**src/rtl/rename_reg_file_if.sv**
```systemverilog
// Decoder/ROB-facing bundle of the rename register file: source reads,
// destination rename, multi-channel commit, flush and the global ready.
interface rename_reg_file_if #(
  parameter int XLEN    = 32,
  parameter int NREG    = 32,
  parameter int ROB_W   = 4,
  parameter int NCOMMIT = 1
);
  localparam int RIDX_W = $clog2(NREG);

  logic                      rdy;
  logic [RIDX_W-1:0]         rs1_index;
  logic [RIDX_W-1:0]         rs2_index;
  logic                      need_rs1;
  logic                      need_rs2;
  logic                      rd_valid;
  logic [RIDX_W-1:0]         rd_index;
  logic [ROB_W-1:0]          rd_tag;
  logic [XLEN-1:0]           rs1_value;
  logic [XLEN-1:0]           rs2_value;
  logic                      rs1_renamed;
  logic                      rs2_renamed;
  logic [ROB_W-1:0]          rs1_tag;
  logic [ROB_W-1:0]          rs2_tag;
  logic [NCOMMIT-1:0]        commit_valid;
  logic [NCOMMIT*RIDX_W-1:0] commit_index;
  logic [NCOMMIT*ROB_W-1:0]  commit_tag;
  logic [NCOMMIT*XLEN-1:0]   commit_value;
  logic                      flush;

  // Strobes (rd_valid, commit_valid, flush) are single-cycle qualifiers that
  // take effect on the clock edge where rdy is high; reads have no handshake
  // and are valid combinationally in the same cycle.
  modport master (
    output rdy, rs1_index, rs2_index, need_rs1, need_rs2,
    output rd_valid, rd_index, rd_tag,
    output commit_valid, commit_index, commit_tag, commit_value, flush,
    input  rs1_value, rs2_value, rs1_renamed, rs2_renamed, rs1_tag, rs2_tag
  );

  modport slave (
    input  rdy, rs1_index, rs2_index, need_rs1, need_rs2,
    input  rd_valid, rd_index, rd_tag,
    input  commit_valid, commit_index, commit_tag, commit_value, flush,
    output rs1_value, rs2_value, rs1_renamed, rs2_renamed, rs1_tag, rs2_tag
  );
endinterface

```
**src/rtl/rename_reg_file.sv**
```systemverilog
// Architectural register file with per-register ROB rename tags, tag-matched
// release, commit-to-read bypass, multi-channel commit, flush and hardwired x0.
module rename_reg_file #(
  parameter int XLEN    = 32,
  parameter int NREG    = 32,
  parameter int ROB_W   = 4,
  parameter int NCOMMIT = 1
) (
  input  logic          clk,
  input  logic          rst,
  rename_reg_file_if.slave rf
);
  localparam int RIDX_W = $clog2(NREG);

  logic [XLEN-1:0]   val_q [NREG];
  logic [XLEN-1:0]   val_d [NREG];
  logic [NREG-1:0]   ren_q;
  logic [NREG-1:0]   ren_d;
  logic [ROB_W-1:0]  tag_q [NREG];
  logic [ROB_W-1:0]  tag_d [NREG];

  logic              c_valid [NCOMMIT];
  logic [RIDX_W-1:0] c_idx   [NCOMMIT];
  logic [ROB_W-1:0]  c_tag   [NCOMMIT];
  logic [XLEN-1:0]   c_val   [NCOMMIT];

  always_comb begin
    for (int k = 0; k < NCOMMIT; k++) begin
      c_valid[k] = rf.commit_valid[k];
      c_idx[k]   = rf.commit_index[k*RIDX_W +: RIDX_W];
      c_tag[k]   = rf.commit_tag[k*ROB_W +: ROB_W];
      c_val[k]   = rf.commit_value[k*XLEN +: XLEN];
    end
  end

  // Source reads: index 0 is rs1, index 1 is rs2.
  logic [RIDX_W-1:0] src_idx  [2];
  logic              src_need [2];
  logic [XLEN-1:0]   src_val  [2];
  logic              src_ren  [2];
  logic [ROB_W-1:0]  src_tag  [2];
  logic              src_hit  [2];

  always_comb begin
    src_idx[0]  = rf.rs1_index;
    src_idx[1]  = rf.rs2_index;
    src_need[0] = rf.need_rs1;
    src_need[1] = rf.need_rs2;
    for (int s = 0; s < 2; s++) begin
      src_val[s] = (src_idx[s] == '0) ? '0 : val_q[src_idx[s]];
      src_hit[s] = 1'b0;
      // Ascending scan so the youngest matching channel supplies the value.
      if (src_idx[s] != '0 && ren_q[src_idx[s]]) begin
        for (int k = 0; k < NCOMMIT; k++) begin
          if (c_valid[k] && c_idx[k] == src_idx[s] && c_tag[k] == tag_q[src_idx[s]]) begin
            src_val[s] = c_val[k];
            src_hit[s] = 1'b1;
          end
        end
      end
      src_ren[s] = src_need[s] && (src_idx[s] != '0) && ren_q[src_idx[s]] && !src_hit[s];
      src_tag[s] = src_ren[s] ? tag_q[src_idx[s]] : '0;
    end
  end

  assign rf.rs1_value   = src_val[0];
  assign rf.rs2_value   = src_val[1];
  assign rf.rs1_renamed = src_ren[0];
  assign rf.rs2_renamed = src_ren[1];
  assign rf.rs1_tag     = src_tag[0];
  assign rf.rs2_tag     = src_tag[1];

  // Next state, lowest to highest priority: commit release, issue, flush.
  always_comb begin
    for (int r = 0; r < NREG; r++) begin
      val_d[r] = val_q[r];
      ren_d[r] = ren_q[r];
      tag_d[r] = tag_q[r];
    end
    for (int r = 1; r < NREG; r++) begin
      for (int k = 0; k < NCOMMIT; k++) begin
        if (c_valid[k] && c_idx[k] == RIDX_W'(r)) begin
          val_d[r] = c_val[k];
          // Only the producer currently named in the map may release it.
          if (c_tag[k] == tag_q[r]) begin
            ren_d[r] = 1'b0;
            tag_d[r] = '0;
          end
        end
      end
      if (rf.rd_valid && rf.rd_index == RIDX_W'(r)) begin
        ren_d[r] = 1'b1;
        tag_d[r] = rf.rd_tag;
      end
      if (rf.flush) begin
        ren_d[r] = 1'b0;
        tag_d[r] = '0;
      end
    end
  end

  always_ff @(posedge clk) begin
    if (rst) begin
      for (int r = 0; r < NREG; r++) begin
        val_q[r] <= '0;
        tag_q[r] <= '0;
      end
      ren_q <= '0;
    end else if (rf.rdy) begin
      val_q <= val_d;
      ren_q <= ren_d;
      tag_q <= tag_d;
    end
  end
endmodule

```
**src/flat_wrapper.sv**
```systemverilog
// flat-port wrapper written by rule: the top's interface ports become plain ports
module rename_reg_file_flat 
#(
  parameter int XLEN    = 32,
  parameter int NREG    = 32,
  parameter int ROB_W   = 4,
  parameter int NCOMMIT = 1
)
  (clk, rst, rf_rdy, rf_rs1_index, rf_rs2_index, rf_need_rs1, rf_need_rs2, rf_rd_valid, rf_rd_index, rf_rd_tag, rf_commit_valid, rf_commit_index, rf_commit_tag, rf_commit_value, rf_flush, rf_rs1_value, rf_rs2_value, rf_rs1_renamed, rf_rs2_renamed, rf_rs1_tag, rf_rs2_tag);
  rename_reg_file_if #(.XLEN(XLEN), .NREG(NREG), .ROB_W(ROB_W), .NCOMMIT(NCOMMIT)) rf_i ();
  input  logic clk;
  input  logic rst;
  input wire logic [$bits(rf_i.rdy)-1:0] rf_rdy;
  input wire logic [$bits(rf_i.rs1_index)-1:0] rf_rs1_index;
  input wire logic [$bits(rf_i.rs2_index)-1:0] rf_rs2_index;
  input wire logic [$bits(rf_i.need_rs1)-1:0] rf_need_rs1;
  input wire logic [$bits(rf_i.need_rs2)-1:0] rf_need_rs2;
  input wire logic [$bits(rf_i.rd_valid)-1:0] rf_rd_valid;
  input wire logic [$bits(rf_i.rd_index)-1:0] rf_rd_index;
  input wire logic [$bits(rf_i.rd_tag)-1:0] rf_rd_tag;
  input wire logic [$bits(rf_i.commit_valid)-1:0] rf_commit_valid;
  input wire logic [$bits(rf_i.commit_index)-1:0] rf_commit_index;
  input wire logic [$bits(rf_i.commit_tag)-1:0] rf_commit_tag;
  input wire logic [$bits(rf_i.commit_value)-1:0] rf_commit_value;
  input wire logic [$bits(rf_i.flush)-1:0] rf_flush;
  output wire logic [$bits(rf_i.rs1_value)-1:0] rf_rs1_value;
  output wire logic [$bits(rf_i.rs2_value)-1:0] rf_rs2_value;
  output wire logic [$bits(rf_i.rs1_renamed)-1:0] rf_rs1_renamed;
  output wire logic [$bits(rf_i.rs2_renamed)-1:0] rf_rs2_renamed;
  output wire logic [$bits(rf_i.rs1_tag)-1:0] rf_rs1_tag;
  output wire logic [$bits(rf_i.rs2_tag)-1:0] rf_rs2_tag;
  assign rf_i.rdy = rf_rdy;
  assign rf_i.rs1_index = rf_rs1_index;
  assign rf_i.rs2_index = rf_rs2_index;
  assign rf_i.need_rs1 = rf_need_rs1;
  assign rf_i.need_rs2 = rf_need_rs2;
  assign rf_i.rd_valid = rf_rd_valid;
  assign rf_i.rd_index = rf_rd_index;
  assign rf_i.rd_tag = rf_rd_tag;
  assign rf_i.commit_valid = rf_commit_valid;
  assign rf_i.commit_index = rf_commit_index;
  assign rf_i.commit_tag = rf_commit_tag;
  assign rf_i.commit_value = rf_commit_value;
  assign rf_i.flush = rf_flush;
  assign rf_rs1_value = rf_i.rs1_value;
  assign rf_rs2_value = rf_i.rs2_value;
  assign rf_rs1_renamed = rf_i.rs1_renamed;
  assign rf_rs2_renamed = rf_i.rs2_renamed;
  assign rf_rs1_tag = rf_i.rs1_tag;
  assign rf_rs2_tag = rf_i.rs2_tag;
  rename_reg_file #(.XLEN(XLEN), .NREG(NREG), .ROB_W(ROB_W), .NCOMMIT(NCOMMIT)) u_core (.clk(clk), .rst(rst), .rf(rf_i));
endmodule
```
**config.mk**
```make
export PLATFORM = sky130hd
export DESIGN_NAME = rename_reg_file_flat
export DESIGN_NICKNAME = d
export VERILOG_FILES = /design/src/rtl/rename_reg_file_if.sv /design/src/rtl/rename_reg_file.sv /design/src/flat_wrapper.sv
export SDC_FILE = /design/constraint.sdc
export NUM_CORES = 2
export LEC_CHECK = 0
export CAP_MARGIN = 10
export CORE_AREA = 4 4 384 386
export CTS_BUF_LIST = sky130_fd_sc_hd__clkbuf_4 sky130_fd_sc_hd__clkbuf_8 sky130_fd_sc_hd__clkbuf_16
export DETAILED_ROUTE_END_ITERATION = 7
export DIE_AREA = 0 0 388 390
export HOLD_SLACK_MARGIN = 0.08
export PLACE_DENSITY_LB_ADDON = 0.25
export SLEW_MARGIN = 25
export SYNTH_ARGS = -nofsm -noshare
export SYNTH_HDL_FRONTEND = slang
export SYNTH_SLANG_ARGS = --single-unit
```
**constraint.sdc**
```tcl
create_clock -name clk -period 7.4 [get_ports clk]
set_input_delay 1.48 -clock clk [delete_from_list [all_inputs] [get_ports clk]]
set_output_delay 1.48 -clock clk [all_outputs]
set_load 0.05 [all_outputs]
```
==> impl_metrics.yaml <==
run_status:
  status: "finished, final reports clean"
synth:
  synth_compound_area_share_pct: 12.3
  synth_edf_count: 0
  synthFlopType: "dfxtp_1"
  synth_xor_area_share_pct: 1.99
  synth_seq_cells: 1147
  syn_inst: 6847
  synth-simple-area-share_pct: 16.3
  yosysMostFrequentCell: "nand2_1"
  synth_top_family_by_area: "multiplexers"
  synth_mux_area_share_pct: 27.5
  synth-adder-area-share_pct: 0
  syn_avg_cell_area_sq_um: 8.98
  yosysWarningCount: 0
  syn-num-nets: 6915
  yosys.area.top_type_share_pct: 37.3
  synth_cell_types: 64
  synth_area_sq_um: 61500
  synthTopCellsByCount: "nand2_1, dfxtp_1, a21oi_1, mux4_2, clkbuf_1"
  synth_largest_area_cell: "dfxtp_1"
  synth.area.top_cells: "dfxtp_1, mux4_2, nand2_1"
  yosysSeqAreaShare_pct: 37.3
  async_flop_share_pct: 0
grt:
  grt_pass1_wl_mm: 365
  grt_max_degree: 228
  antenna_found_initial: 10
  overflow: 0
  grt_usage_pct: 32.3
  grt_pass1_vias: 52300
setup_path:
  crit_fanout: 32
  cp_cell_sequence: "clkdlybuf4s50_1 > xor2_1 > nor4_1 > and3_1 > or3b_4 > a2111oi_4 > nand2_4 > mux2_4 > buf_4"
  path_class: "input pin to primary output"
  critical-path-top-delay-family: "simple AND/OR/NAND/NOR gates"
  arrival_ps: 5280
  cp_slowest_cell: "clkdlybuf4s50_1"
  cp-end-kind: "primary output"
  required_ps: 5920
  r2r_slack_ps: 5600
  cp.buffers_inverters: 2
  worstReg2RegStart: "u_core.tag_q[57]$_SDFFE_PP0P_"
  critPathLaunchType: "input pin"
  reg2reg_depth: 5
  r2r_end: "u_core.ren_q[17]$_SDFFE_PP0P_"
  cpPeakStageDelay_ps: 750
floorplanning:
  ioPinCount: 142
  die-height_um: 390
  die_w_um: 388
  fp-row-count: 139
  core_sq_um: 143000
  dieArea_sq_um: 151000
  initial_core_util_pct: 42.9
timing:
  maxSlewHeadroom_pct: 22.8
  slew_violations: 0
  setup_viol: 0
  tightest_slew_ps: 1150
  rsz0062_at_grt: "false"
  max_freq_mhz: 148
  fin_setup_tns_ps: 0
  period_share_pct: 91.4
  min_period_ps: 6760
  hold_viol: 0
  clock-skew-final_ps: 28.0
clocking:
  clock_sinks: 1147
  clockBufferDepth: 3
  post_cts_buffers: 0
  cts_inserted_buffers: 134
  htree_levels: 4
  tritoncts: "done"
  cts_resized: 0
  postCtsHoldBufs: 0
  clockRootBuffer: "clkbuf_16"
  clk_latency_ps: 790
  cts.clk_slew.worst_paths_ps: 50
placed_design:
  place_congestion: 0.995
  io_buffers: 141
  dp.cells: 8391
  dpl.hpwl_mm: 145
power:
  ir_drop_mv: 0.172
  power_mw: 14.3
  p_per_area_nw_per_um2: 207
  p_leak_nw: 22.5
final_layout:
  drive_above_1_share_pct: 20.2
  fin_cells: 8642
  seq_area_sq_um: 23000
  multi_input_area_sq_um: 36100
  areaGrowthSynthToFinish_pct: 12.2
  fill_cells: 13379
  nets: 6694
routing:
  drt_iter0_drc: 8123
  drt-total-wl_mm: 253
  first_pass_iters: 8
  antenna_left: 0
  drt-wirelength-per-cell_um: 29.3
  routed_via_density: 6.44
  drc: 0
  vias: 55626
hold_path:
  hold_depth: 2
  hp-class: "register to register"
  min_from: "u_core.val_q[346]$_SDFFE_PP0P_"
  worstHoldEndpoint: "u_core.val_q[346]$_SDFFE_PP0P_"
run:
  cap_viol_max_count: 0
[registers in the layout (all words and copies together), names as in the netlist]
name / count
u_core.tag_q: 124
u_core.ren_q: 31
u_core.val_q: 992
[metal layers]
layer	vias to the layer above	global-route usage, %	part of all wire (%)
met5	-	0	0.015
met4	6	19.1	6.8
met3	878	9.06	13
met2	3879	48.3	43
met1	27254	41.9	37
li1	23609	-	-
[metrics by stage]
| stage | util [%] | setup slack, ps | hold WS (ps) | instance area [sq um] |
|---|---|---|---|---|
| global route | 48.1 | 601 | 478 | 69000 |
| detailed placement | 44.9 | 786 | 456 | 64400 |
| global placement | 44.8 | 854 | 448 | 64300 |
| CTS | 48.1 | 772 | 465 | 69000 |
| floorplan | - | 1600 | 442 | 61500 |
| finish | 48.1 | 639 | 463 | 69000 |
[worst max-delay path by stage]
stage | slack (ps) | endpoint | start | depth (start not counted)
finish | 640 | rf_rs2_value[9] | rf_rs2_index[4] | 9
global route | 600 | rf_rs2_value[9] | rf_rs2_index[0] | 11
CTS | 770 | rf_rs2_value[11] | rf_rs2_index[4] | 9
detailed placement | 790 | rf_rs2_value[11] | rf_rs2_index[4] | 9
global placement | 850 | rf_rs2_value[7] | rf_rs2_index[4] | 9
floorplan | 1600 | rf_rs1_tag[0] | rf_rs1_index[0] | 10
[placed cells by master (no fill, tap or decap), types with 22 or more instances in the layout]
| master | Yosys | layout |
|---|---|---|
| a21oi_1 | 1052 | 1052 |
| a221oi_1 | 26 | 26 |
| a22o_1 | 65 | 65 |
| a22oi_1 | 59 | 59 |
| a31oi_1 | 32 | 32 |
| buf_12 | 0 | 23 |
| buf_4 | 10 | 223 |
| clkbuf_16 | 0 | 137 |
| clkbuf_4 | 0 | 38 |
| clkdlybuf4s50_1 | 0 | 51 |
| dfxtp_1 | 1147 | 1147 |
| inv_1 | 34 | 34 |
| mux2_2 | 175 | 175 |
| mux2_4 | 30 | 30 |
| mux2i_1 | 158 | 158 |
| mux4_2 | 572 | 572 |
| nand2_1 | 2052 | 2028 |
| nand2_2 | 1 | 24 |
| nand3_1 | 45 | 39 |
| nand4_1 | 39 | 39 |
| nor2_1 | 311 | 288 |
| nor2_4 | 0 | 23 |
| nor2b_1 | 28 | 25 |
| nor3_1 | 36 | 33 |
| o211ai_1 | 23 | 23 |
| o21ai_0 | 23 | 23 |
| o21ai_1 | 22 | 22 |
| xnor2_1 | 116 | 116 |
| xor2_1 | 24 | 24 |
[tightest hold or removal path, stage by stage, from the launching register on]
cell	delay (ps)
dfxtp_1	310
nand2_1	50
a21oi_1	50
[final cells by class]
class | count | area share, %
Clock buffer | 195 | 5.78
Antenna cell | 6 | 0.0218
Timing Repair Buffer | 315 | 4.19
Multi-Input combinational cell | 4992 | 52.2
Inverter | 36 | 0.203
Clock inverter | 48 | 0.861
Tap cell | 1903 | 3.45
Sequential cell | 1147 | 33.3
[power breakdown]
group,total (mW),switching (mW),leakage [nW],internal [mW]
Clock,6.90,2.86,2.30,4.03
Combinational,1.18,0.827,10.9,0.351
Sequential,6.22,0.0181,9.24,6.20
Total,14.3,3.71,22.5,10.6
[cell families (layout without fill, tap and decap cells)]
kind of cell	count (synthesis)	count (layout)
buffers and inverters	708	594
AO/OA/AOI/OAI	1358	1358
AND/OR/NAND/NOR	2557	2557
XOR/XNOR	140	140
multiplexers	937	937
other	0	6
flip-flops	1147	1147
Note: power is estimated with default switching activity, not from simulation.
